==> src/rtl/mem8x8_pkg.sv <==
// Shared types and constants for the mem8x8 host-side request logic.
package mem8x8_pkg;

  localparam int ADDR_W_DEF = 3;
  localparam int DATA_W_DEF = 8;

  localparam logic OP_READ  = 1'b0;
  localparam logic OP_WRITE = 1'b1;

  typedef enum logic [1:0] {
    IDLE  = 2'd0,
    ISSUE = 2'd1,
    DONE  = 2'd2
  } state_e;

  typedef struct packed {
    logic                  write;
    logic [ADDR_W_DEF-1:0] addr;
    logic [DATA_W_DEF-1:0] wdata;
  } cmd_t;

endpackage

==> src/rtl/mem8x8_host_initiator_cmd_fifo.sv <==
// Command queue for the host initiator: circular buffer with occupancy count.
module cmd_fifo #(
  parameter int DEPTH = 4,
  parameter int WIDTH = 12
) (
  input  logic                   clk,
  input  logic                   rst_n,
  input  logic                   push_i,
  input  logic [WIDTH-1:0]       wdata_i,
  input  logic                   pop_i,
  output logic [WIDTH-1:0]       rdata_o,
  output logic                   full_o,
  output logic                   empty_o,
  output logic [$clog2(DEPTH):0] count_o
);

  localparam int PW = $clog2(DEPTH);
  localparam int CW = PW + 1;
  localparam logic [CW-1:0] FULL_CNT = CW'(DEPTH);

  logic [WIDTH-1:0] mem_q [DEPTH];
  logic [PW-1:0]    wr_ptr_q;
  logic [PW-1:0]    rd_ptr_q;
  logic [CW-1:0]    count_q;
  logic             push_ok;
  logic             pop_ok;

  // Full blocks a push even when a pop happens in the same cycle.
  assign full_o  = (count_q == FULL_CNT);
  assign empty_o = (count_q == '0);
  assign count_o = count_q;
  assign push_ok = push_i && !full_o;
  assign pop_ok  = pop_i && !empty_o;
  assign rdata_o = mem_q[rd_ptr_q];

  always_ff @(posedge clk) begin
    if (push_ok) mem_q[wr_ptr_q] <= wdata_i;
  end

  always_ff @(posedge clk or negedge rst_n) begin
    if (!rst_n) begin
      wr_ptr_q <= '0;
      rd_ptr_q <= '0;
      count_q  <= '0;
    end else begin
      if (push_ok) wr_ptr_q <= wr_ptr_q + 1'b1;
      if (pop_ok)  rd_ptr_q <= rd_ptr_q + 1'b1;
      case ({push_ok, pop_ok})
        2'b10:   count_q <= count_q + 1'b1;
        2'b01:   count_q <= count_q - 1'b1;
        default: count_q <= count_q;
      endcase
    end
  end

endmodule

==> src/rtl/mem8x8_host_initiator.sv <==
// Requesting side of the mem8x8 controller handshake: queues client commands,
// drives op/sel/addr/data toward the controller and returns one response each.
module mem8x8_host_initiator
  import mem8x8_pkg::*;
#(
  parameter int ADDR_W  = ADDR_W_DEF,
  parameter int DATA_W  = DATA_W_DEF,
  parameter int DEPTH   = 4,
  parameter int TIMEOUT = 15
) (
  input  logic              clk,
  input  logic              rst_n,
  input  logic              cmd_valid,
  output logic              cmd_ready,
  input  logic              cmd_write,
  input  logic [ADDR_W-1:0] cmd_addr,
  input  logic [DATA_W-1:0] cmd_wdata,
  output logic              op,
  output logic              sel,
  input  logic              valid,
  input  logic              rw,
  output logic [ADDR_W-1:0] addr,
  output logic [DATA_W-1:0] data_out,
  output logic              data_oe,
  input  logic [DATA_W-1:0] data_in,
  output logic              rsp_valid,
  output logic [DATA_W-1:0] rsp_rdata,
  output logic              rsp_error,
  output logic              busy
);

  localparam int CMD_W = 1 + ADDR_W + DATA_W;
  localparam logic [7:0] WAIT_LAST = 8'(TIMEOUT - 1);

  state_e              state_q;
  logic                op_q;
  logic                sel_q;
  logic [ADDR_W-1:0]   addr_q;
  logic [DATA_W-1:0]   data_out_q;
  logic                data_oe_q;
  logic                rsp_valid_q;
  logic [DATA_W-1:0]   rsp_rdata_q;
  logic                rsp_error_q;
  logic [7:0]          wait_q;

  logic [CMD_W-1:0]      fifo_head;
  logic                  fifo_full;
  logic                  fifo_empty;
  logic [$clog2(DEPTH):0] fifo_count;
  logic                  fifo_pop;
  logic                  head_write;
  logic [ADDR_W-1:0]     head_addr;
  logic [DATA_W-1:0]     head_wdata;
  logic                  ack;

  cmd_fifo #(
    .DEPTH (DEPTH),
    .WIDTH (CMD_W)
  ) u_cmd_fifo (
    .clk     (clk),
    .rst_n   (rst_n),
    .push_i  (cmd_valid),
    .wdata_i ({cmd_write, cmd_addr, cmd_wdata}),
    .pop_i   (fifo_pop),
    .rdata_o (fifo_head),
    .full_o  (fifo_full),
    .empty_o (fifo_empty),
    .count_o (fifo_count)
  );

  assign head_write = fifo_head[CMD_W-1];
  assign head_addr  = fifo_head[ADDR_W+DATA_W-1:DATA_W];
  assign head_wdata = fifo_head[DATA_W-1:0];

  assign fifo_pop  = (state_q == IDLE) && !fifo_empty;
  // A valid carrying the other rw means the controller is still switching.
  assign ack       = valid && (rw == op_q);

  assign cmd_ready = !fifo_full;
  assign busy      = (state_q != IDLE) || (fifo_count != '0);
  assign op        = op_q;
  assign sel       = sel_q;
  assign addr      = addr_q;
  assign data_out  = data_out_q;
  assign data_oe   = data_oe_q;
  assign rsp_valid = rsp_valid_q;
  assign rsp_rdata = rsp_rdata_q;
  assign rsp_error = rsp_error_q;

  always_ff @(posedge clk or negedge rst_n) begin
    if (!rst_n) begin
      state_q     <= IDLE;
      op_q        <= OP_READ;
      sel_q       <= 1'b0;
      addr_q      <= '0;
      data_out_q  <= '0;
      data_oe_q   <= 1'b0;
      rsp_valid_q <= 1'b0;
      rsp_rdata_q <= '0;
      rsp_error_q <= 1'b0;
      wait_q      <= '0;
    end else begin
      rsp_valid_q <= 1'b0;
      case (state_q)
        IDLE: begin
          if (!fifo_empty) begin
            state_q    <= ISSUE;
            op_q       <= head_write;
            addr_q     <= head_addr;
            data_out_q <= head_wdata;
            data_oe_q  <= (head_write == OP_WRITE);
            sel_q      <= 1'b1;
            wait_q     <= '0;
          end
        end
        ISSUE: begin
          if (ack) begin
            state_q     <= DONE;
            sel_q       <= 1'b0;
            data_oe_q   <= 1'b0;
            rsp_valid_q <= 1'b1;
            rsp_error_q <= 1'b0;
            rsp_rdata_q <= (op_q == OP_WRITE) ? '0 : data_in;
          end else if (wait_q == WAIT_LAST) begin
            state_q     <= DONE;
            sel_q       <= 1'b0;
            data_oe_q   <= 1'b0;
            rsp_valid_q <= 1'b1;
            rsp_error_q <= 1'b1;
            rsp_rdata_q <= '0;
          end else begin
            wait_q <= wait_q + 8'd1;
          end
        end
        DONE: begin
          // Bus-turnaround cycle: addr/op hold, request and drive stay low.
          state_q <= IDLE;
        end
        default: state_q <= IDLE;
      endcase
    end
  end

endmodule

==> config.mk <==
export PLATFORM = sky130hd
export DESIGN_NAME = mem8x8_host_initiator
export DESIGN_NICKNAME = d
export VERILOG_FILES = /design/src/rtl/mem8x8_pkg.sv /design/src/rtl/mem8x8_host_initiator_cmd_fifo.sv /design/src/rtl/mem8x8_host_initiator.sv
export SDC_FILE = /design/constraint.sdc
export NUM_CORES = 1
export LEC_CHECK = 0
export CAP_MARGIN = 0
export CORE_UTILIZATION = 35
export CTS_CLUSTER_SIZE = 16
export DETAILED_ROUTE_END_ITERATION = 10
export GPL_TIMING_DRIVEN = 0
export SYNTH_ARGS = -nofsm -noshare
export SYNTH_HDL_FRONTEND = slang
export SYNTH_SLANG_ARGS = --single-unit
==> constraint.sdc <==
create_clock -name clk -period 4.5 [get_ports clk]
set_input_delay 0.9 -clock clk [delete_from_list [all_inputs] [get_ports clk]]
set_output_delay 0.9 -clock clk [all_outputs]
set_load 0.05 [all_outputs]
* After elaboration in Yosys (flattened, before gate mapping) *
Memory sizes are Yosys's and may differ from the RTL's.
Index checks and enable logic that the tools add are counted.

word-level totals
  bits of input ports = 25
  memories = 1
  word-level logic and storage cells = 74
  register bits = 41
  memory bits (writable) = 48

operators by class
  reduce and logical (&&, ||, !) cells = 19
  eq/ne operators = 10
  multiplexer cells = 25
  bitwise logic cells = 1
  add/subtract/negate cells = 5

memory list
  name              depth  bits a word  rd ports  clocked after Yosys merged registers in  write ports  RTL line                              RTL
  u_cmd_fifo.mem_q  4      12           1         0                                        1            mem8x8_host_initiator_cmd_fifo.sv:21  logic [WIDTH-1:0] mem_q [DEPTH];

operators with widths
  cell                                              count
  2-to-1 mux 8 bit                                  6
  one-hot mux 8 bit (2 select lines)                1
  2-to-1 mux 1 bit                                  11
  adder 8 x 1 -> 8 bit, second input constant       1
  == test 8 x 4 -> 1 bit, second input constant     1
  nonzero test 2 bit                                4
  2-to-1 mux 2 bit                                  3
  inequality test 2 bit, second input constant      3
  one-hot mux 3 bit (2 select lines)                1
  AND reduction 2 bit                               3
  adder 2 x 1 -> 2 bit, second input constant       2
  == test 2 x 1 -> 1 bit, second input constant     2
  logical AND 1 bit                                 4
  one-hot mux 1 bit (2 select lines)                2
  one-hot mux 2 bit (2 select lines)                1
  AND reduction 4 bit                               1
  adder 3 x 1 -> 3 bit, second input constant       1
  == test 3 bit, second input constant              1
  zero test 3 bit                                   1
  inequality test 3 bit, second input constant      1
  AND reduction 3 bit                               1
  nonzero test 3 bit                                1
  subtractor 3 x 1 -> 3 bit, second input constant  1
  == test 2 bit, second input constant              1
  other kinds (5)                                   6

* Logic depth before layout (Yosys ltp) *
Gate-level depths: netlist (run 1).

  depth after elaboration = 6
  mapped depth = 9
  depth with buffers taken out = 7

* Hierarchy *
A second synthesis (run 1) with hierarchy kept.

unflattened totals
  cells, all modules = 245
  area, all modules = 3681.0 µm²

by module, submodules not included
  module                 cells an instance  area an instance (µm²)  instances  sequential area each (µm²)
  cmd_fifo               100                2188.3                  1          1616.6
  mem8x8_host_initiator  145                1492.7                  1          850.8

* Least setup slack after synthesis (run 1) *
OpenSTA, ideal clock, no wires.

  path type = flip-flop to flip-flop
  start point = reg u_cmd_fifo.count_q[0], in the netlist u_cmd_fifo.count_o[0]
  end point = reg u_cmd_fifo.count_q[2], in the netlist u_cmd_fifo.count_o[2]
  buffers on the path = 1
  cell stages (with the launch flop) = 9
  clock period less this slack = 2394 ps
  data arrival time = 2315 ps
  data required time = 4421 ps
  slack = 2106 ps
  setup time = 79 ps
  path through = dfrtp_1 -> or3_1 -> nand2_2 -> buf_2 -> nor2_1 -> fa_1 -> or3_1 -> o21ai_1 -> xor2_1

on the way
  word-level cells in the longest chain between the ends = 6
  elaborated cells on any way between the ends = 13

RTL lines
  element                                                                          RTL line                                                           RTL
  from (decl)                                                                      mem8x8_host_initiator_cmd_fifo.sv:24                               logic [CW-1:0] count_q;
  from (signal assigned)                                                           mem8x8_host_initiator_cmd_fifo.sv:49                               2'b10: count_q <= count_q + 1'b1;
  from (signal assigned)                                                           mem8x8_host_initiator_cmd_fifo.sv:50                               2'b01: count_q <= count_q - 1'b1;
  from (signal assigned)                                                           mem8x8_host_initiator_cmd_fifo.sv:51                               default: count_q <= count_q;
  zero test 3 bit                                                                  mem8x8_host_initiator_cmd_fifo.sv:30                               assign empty_o = (count_q == '0);
  zero test 1 bit                                                                  mem8x8_host_initiator_cmd_fifo.sv:33, mem8x8_host_initiator.sv:75
  logical AND 1 bit                                                                mem8x8_host_initiator.sv:75                                        assign fifo_pop = (state_q == IDLE) && !fifo_empty;
  logical AND 1 bit                                                                mem8x8_host_initiator_cmd_fifo.sv:33                               assign pop_ok = pop_i && !empty_o;
  == test 2 x 1 -> 1 bit / == test 2 bit (equally long branches)                   mem8x8_host_initiator_cmd_fifo.sv:48                               case ({push_ok, pop_ok})
  one-hot mux 3 bit (2 select lines) / nonzero test 2 bit (equally long branches)  -

Several ways; a longest one is shown, not always the timed one.
A chain may end at the register's enable or synchronous reset.

* Worst setup path after layout (run 1) *
  start point = reg u_cmd_fifo.count_q[0], in the netlist u_cmd_fifo.count_o[0]
  end point = out cmd_ready

on the way
  word-level cells in the longest chain between the ends = 2

RTL lines
  element          RTL line                              RTL
  == test 3 bit    mem8x8_host_initiator_cmd_fifo.sv:29  assign full_o = (count_q == FULL_CNT);
  zero test 1 bit  mem8x8_host_initiator.sv:79           assign cmd_ready = !fifo_full;
  to (decl)        mem8x8_host_initiator.sv:14           output logic cmd_ready,

No other way between the ends.

==> summary.txt, run 1 <==
Setup path
  – WS Path Type: reg2out
  – Delay of the slowest critical-path stage: 0.69 ns
  – Data arrival, critical path: 2.02 ns
  – Crit-path cells: or3b_1 -> buf_6 -> clkdlybuf4s50_1
  – Critical path endpoint category: output port
  – Worst endpoint required time: 3.60 ns
  – CP Max Fanout: 7
  – CP Launch Type: flop
  – CP max-delay cell: clkdlybuf4s50_1

Cells and area
  – Fraction of layout cells with a size suffix above 1: 18.1%
  – Fin area: 0.00449 mm2
  – Ant. Diodes: 0
  – Layout Nets: 316
  – Layout area overhead: 23.6%

Logic synthesis
  – Dominant cells by area after synthesis: edfxtp_1, dfrtp_1, mux4_2, mux2_2, ha_1
  – Synthesized area: 0.00363 mm2
  – Most common cell in the netlist: edfxtp_1
  – Total number of yosys warnings: 0
  – Synth area leader: edfxtp_1
  – Async SR Flop Fraction: 46.1%
  – Top cell type's share of synthesized area: 39.7%
  – Commonest cells post-synth: edfxtp_1, dfrtp_1, nand2_1, mux4_2, mux2_2
  – Post-synthesis average cell area: 16.4 um2
  – #FFs+latches synth: 89
  – Primary FF master, synth: edfxtp_1
  – Synth cell types: 45
  – Number of synthesized flops with an enable pin: 48
  – Post-Syn Nets: 254
  – Cells after Synth: 222
  – Register area share after synthesis: 67.9%

Timing
  – Worst slew pin tran: 0.688 ns
  – Final setup violating endpoints: 0
  – Crit share post-route: 65.0%
  – RSZ-0062 raised after global routing: no
  – Max Freq: 342 MHz
  – Fin. max-slew vios: 0
  – Min Tclk post-route: 2.92 ns
  – Slew headroom: 54.1%
  – Setup tns final: 0 ns
  – Clk_skew: 0.0110 ns
  – Setup slack after layout: 1.58 ns
  – Final hold violation count: 0

Floorplanning
  – Die Wd: 104 um
  – Initial Util: 36.7%
  – Row count: 36
  – Core area: 0.00991 mm2
  – Die ar.: 0.0108 mm2
  – Die H: 104 um
  – Ports: 51

CTS
  – CTS tree: built
  – Clk buf depth: 2
  – CTS Hold Bufs: 0
  – Clock transition at path regs: 0.08 ns
  – Root buf cell: clkbuf_8
  – H-tree levels: 3
  – CTS buffer count: 9
  – CTS resizes: 0
  – Clock latency on the worst-skew pair: 0.35 ns
  – Post-CTS Setup Inserts: 0
  – Clk sinks: 89

Drt
  – Routed vias: 2027
  – DRC violations left: 0
  – Avg WL per Cell: 15.3 um
  – Total routed wirelength: 6.45 mm
  – DRT iter0 DRCs: 90
  – Drt pass-1 iters: 4
  – Vias/cell: 4.81
  – Routed Antenna Nets: 0

Global routing
  – Initial antenna violation count: 0
  – Total gr overflow: 0
  – Vias in the first global route: 2064
  – Largest net degree at the start of global routing: 23
  – First-pass GRT wire length: 10.7 mm
  – Tot GR Track Use: 12.9%

Job
  – Max-cap violations: 0

Power and ir drop
  – Leakage power: 1.75 nW
  – Power Density: 692 mW/mm2
  – Power consumption: 3.11 mW
  – Max rail drop VDD: 0.395 mV

Place
  – Post-DP Area: 0.00432 mm2
  – GPL Wtd Cong: 0.761
  – IO Port Bufs: 50
  – DPL Wire Length: 4.35 mm
  – Dpl ws: 1.54 ns

Min path
  – Min-Delay Path Class: reg2reg

Outcome
  – Outcome: finished clean
## layout make-up
cell class	instances	area, um2
clock buffer	10	128
tap	133	166
sequential	89	2470
buffer	8	51.3
clock inverter	5	41.3
fill	878	5420
inverter	8	30.0
timing repair buffer	51	523
multi-input combinational	117	1080
## state kept, by name, summed over array words and instances, names as in the netlist
| register | count |
|---|---|
| rsp_valid | 1 |
| u_cmd_fifo.rd_ptr_q | 2 |
| data_out | 8 |
| op | 1 |
| wait_q | 8 |
| data_oe | 1 |
| addr | 3 |
| rsp_error | 1 |
| u_cmd_fifo.wr_ptr_q | 2 |
| u_cmd_fifo.mem_q | 48 |
| rsp_rdata | 8 |
| state_q | 2 |
| u_cmd_fifo.count_o | 3 |
| sel | 1 |
## worst max-delay path: cells and delay by family, from the launching register on
family	cells	cell delay, ns
buffers and inverters	2	0.83
DFF	1	0.45
and+or+nand+nor	1	0.40
## power breakdown
part / internal, mW / leakage (nW) / total [mW] / switching, mW
Combinational: 0.579 / 0.719 / 1.38 / 0.804
Sequential: 1.11 / 0.949 / 1.24 / 0.131
Clock: 0.204 / 0.0846 / 0.482 / 0.279
Total: 1.89 / 1.75 / 3.11 / 1.21
## per-layer routing
layer | share of wire [%] | GRT usage (%)
met5 | 0 | 0
met3 | 4.7 | 4.26
met4 | 0.99 | 3.06
met1 | 46 | 16.9
met2 | 48 | 20.8
## cells in the final DEF, fill, tap and decap left out, drive strengths merged, types with 2 or more instances in the layout
cell,instances
a22o,8
and2,2
buf,9
edfxtp,48
clkbuf,11
ha,6
dfrtp,41
xnor2,5
inv,10
and3,6
or3,2
nand2,16
o21ai,3
clkinv,2
clkdlybuf4s50,49
nor3,3
mux4,12
nand2b,3
nor2,4
mux2i,6
nand3,5
a21oi,4
mux2,12
xor2,2
o21bai,2
a21o,2
## path summary, 6_finish.rpt
path                                        from                    end  slack (ns)  depth (start not counted)
setup / recovery           u_cmd_fifo.count_o[0]              cmd_ready        1.58                          3
hold / removal                         rsp_error              rsp_error        0.50                          1
setup reg to reg           u_cmd_fifo.count_o[0]  u_cmd_fifo.count_o[2]        1.86                          8
hold reg to reg                        rsp_error              rsp_error        0.50                          1
max in group asynchronous                  rst_n              wait_q[7]        3.48                          2
min in group asynchronous                  rst_n                     op        0.53                          1
## logic make-up (layout without fill, tap and decap cells)
family	Yosys count	in the layout	share of synthesized area [%]
muxes	30	30	12.8
xor gates and xnor gates	7	7	2.20
buffers and inverters	16	82	2.24
adders and majority gates	7	7	2.62
and+or+nand+nor	48	48	7.09
DFF	89	89	67.9
AOI/OAI and AO/OA	25	25	5.13
## stage by stage
stage	instances	hold WS [ns]	util, %
after CTS	421	0.507	45.3
after floorplan	222	0.468	-
after detailed placement	406	0.491	43.6
after global routing	421	0.533	45.3
final	421	0.504	45.3
after global placement	405	0.477	43.4
(Power assumes the default switching activity.)
==> run 2, diff against run 1 <==
- clock period: 4.5 -> 2.45 ns (I/O delays scaled with it)
==> run 2 against run 1 <==
Flip-flop and latch count stayed put. Clock power rose by 83%. Total power rose by 84%. Routed wire length down 0.17%. Sequential share of layout area shrank 0.12 points. Final area increased by 0.28%. Sequential power increased by 85%. Largest power group unchanged.
==> summary.txt, run 2 (synthesis results as in run 1) <==
Cells and area
  – Most common cell after layout, fill and taps aside: edfxtp_1
  – Reg area: 0.00247 mm2
  – Area of the multi-input gates: 0.00110 mm2
  – Ant. Diodes: 0
  – Largest register FFs: 48
  – Layout Nets: 315
  – Reg with most FFs: u_cmd_fifo.mem_q
  – Commonest cells after routing, fill and taps aside: edfxtp_1, clkdlybuf4s50_1, dfrtp_1, nand2_1, mux4_2
  – Layout area overhead: 24.0%
  – Fillers: 874
  – Fraction of layout cells with a size suffix above 1: 18.5%

Setup path
  – CP Max Fanout: 7
  – WS Path Type: reg2out
  – CP Launch Type: flop
  – Critical path endpoint category: output port
  – Worst endpoint required time: 1.96 ns
  – CP Depth: 3
  – Worst R2R Path Depth: 7
  – Delay of the slowest critical-path stage: 0.46 ns
  – Crit-path cells: nor2_1 -> nand2_1 -> dlygate4sd2_1
  – Critical path origin: state_q[0]
  – Data arrival, critical path: 1.77 ns
  – RR Endpoint: u_cmd_fifo.count_o[2]
  – Worst Setup EP: busy
  – Worst reg-to-reg setup slack: 0.19 ns
  – CP max-delay cell: dfrtp_1
  – Delay-heaviest family, CP: simple AND/OR/NAND/NOR gates
  – Worst r2r src: u_cmd_fifo.count_o[0]
  – CP Buf/Inv Count: 1

Global routing
  – Vias in the first global route: 2069
  – Initial antenna violation count: 0
  – Largest net degree at the start of global routing: 23
  – First-pass GRT wire length: 10.8 mm
  – Tot GR Track Use: 12.9%
  – Total gr overflow: 0

Place
  – DPL Wire Length: 4.35 mm
  – Dpl ws: -0.180 ns
  – IO Port Bufs: 50
  – GPL Wtd Cong: 0.761

Outcome
  – Outcome: finished clean

Floorplanning
  – Die Wd: 104 um
  – Ports: 51
  – Row count: 36
  – Core area: 0.00991 mm2
  – Die ar.: 0.0108 mm2
  – Die H: 104 um
  – Initial Util: 36.7%

Drt
  – Drt pass-1 iters: 4
  – Routed Antenna Nets: 0
  – Routed vias: 2029
  – DRC violations left: 0
  – Total routed wirelength: 6.44 mm
  – Avg WL per Cell: 15.3 um
  – Vias/cell: 4.83
  – DRT iter0 DRCs: 85

Timing
  – Fin. max-slew vios: 0
  – Max Freq: 443 MHz
  – Setup slack after layout: 0.191 ns
  – Clk_skew: 0.0112 ns
  – Final setup violating endpoints: 0
  – Final hold violation count: 0
  – Min Tclk post-route: 2.26 ns
  – RSZ-0062 raised after global routing: no
  – Worst slew pin tran: 0.687 ns
  – Slew headroom: 54.2%
  – Crit share post-route: 92.2%

Power and ir drop
  – Power consumption: 5.73 mW
  – Max rail drop VDD: 0.727 mV
  – Power Density: 1270 mW/mm2
  – Leakage power: 1.75 nW

CTS
  – CTS buffer count: 9
  – Clk buf depth: 2
  – Clock transition at path regs: 0.08 ns
  – Clock latency on the worst-skew pair: 0.35 ns
  – Clk sinks: 89
  – Root buf cell: clkbuf_8
  – CTS Hold Bufs: 0
  – CTS tree: built
  – Post-CTS Setup Inserts: 0
  – H-tree levels: 3

Job
  – Max-cap violations: 0

Min path
  – Min-Delay Path Class: in2async
==> run 2: area by class of cell <==
type                            count  share of cell area [%]
Timing Repair Buffer               51                    11.6
Inverter                            8                   0.667
Sequential cell                    89                    54.8
Clock buffer                       10                    2.83
Tap cell                          133                    3.69
Multi-Input combinational cell    117                    24.5
Buffer                              7                    1.03
Clock inverter                      5                   0.917
==> run 2: power by group <==
part / switching, mW / internal [mW]
Sequential: 0.244 / 2.04
Clock: 0.510 / 0.374
Combinational: 1.49 / 1.07
Total: 2.24 / 3.49
==> run 2: what timing repair did <==
item | CTS | global route
resized for setup | 6 | 1
pin swaps | 0 | 0
gates cloned | 0 | 0
endpoints found under the setup margin | 2 | 1
==> run 2: metal layers <==
layer | up-vias | global-route usage [%] | part of all wire [%]
met5 | - | 0 | 0
met4 | 0 | 3.06 | 0.68
met3 | 5 | 4.26 | 5.2
met2 | 60 | 20.9 | 48
met1 | 1010 | 16.9 | 46
li1 | 954 | - | -
==> run 2: worst register-to-register path, cell delays in order, from the launching register on <==
cell	delay, ns
dfrtp_2	0.45
or3_4	0.45
nand2_8	0.15
nor2_1	0.08
fa_1	0.38
or3_1	0.38
o21ai_1	0.15
xor2_1	0.15
==> run 2: worst min path at each step <==
stage               slack [ns]    startpoint  cells after the start      endpoint
floorplan                 0.19         rst_n                      0       addr[0]
global placement          0.48     rsp_error                      1     rsp_error
detailed placement        0.49  rsp_rdata[1]                      1  rsp_rdata[1]
CTS                       0.12         rst_n                      1       data_oe
global route              0.15         rst_n                      1     wait_q[2]
finish                    0.13         rst_n                      1            op
==> run 2: per-stage QoR <==
step | hold WS (ns) | cell area (um2) | instances | TNS (ns) | utilization [%]
2_1_floorplan | 0.194 | 3630 | 222 | 0 | -
3_3_place_gp | 0.477 | 4300 | 405 | -12.98 | 43.4
3_5_place_dp | 0.491 | 4320 | 406 | -0.180 | 43.6
4_1_cts | 0.119 | 4500 | 421 | -0.0200 | 45.4
5_1_grt | 0.149 | 4500 | 420 | 0 | 45.5
6_report | 0.128 | 4500 | 420 | 0 | 45.5
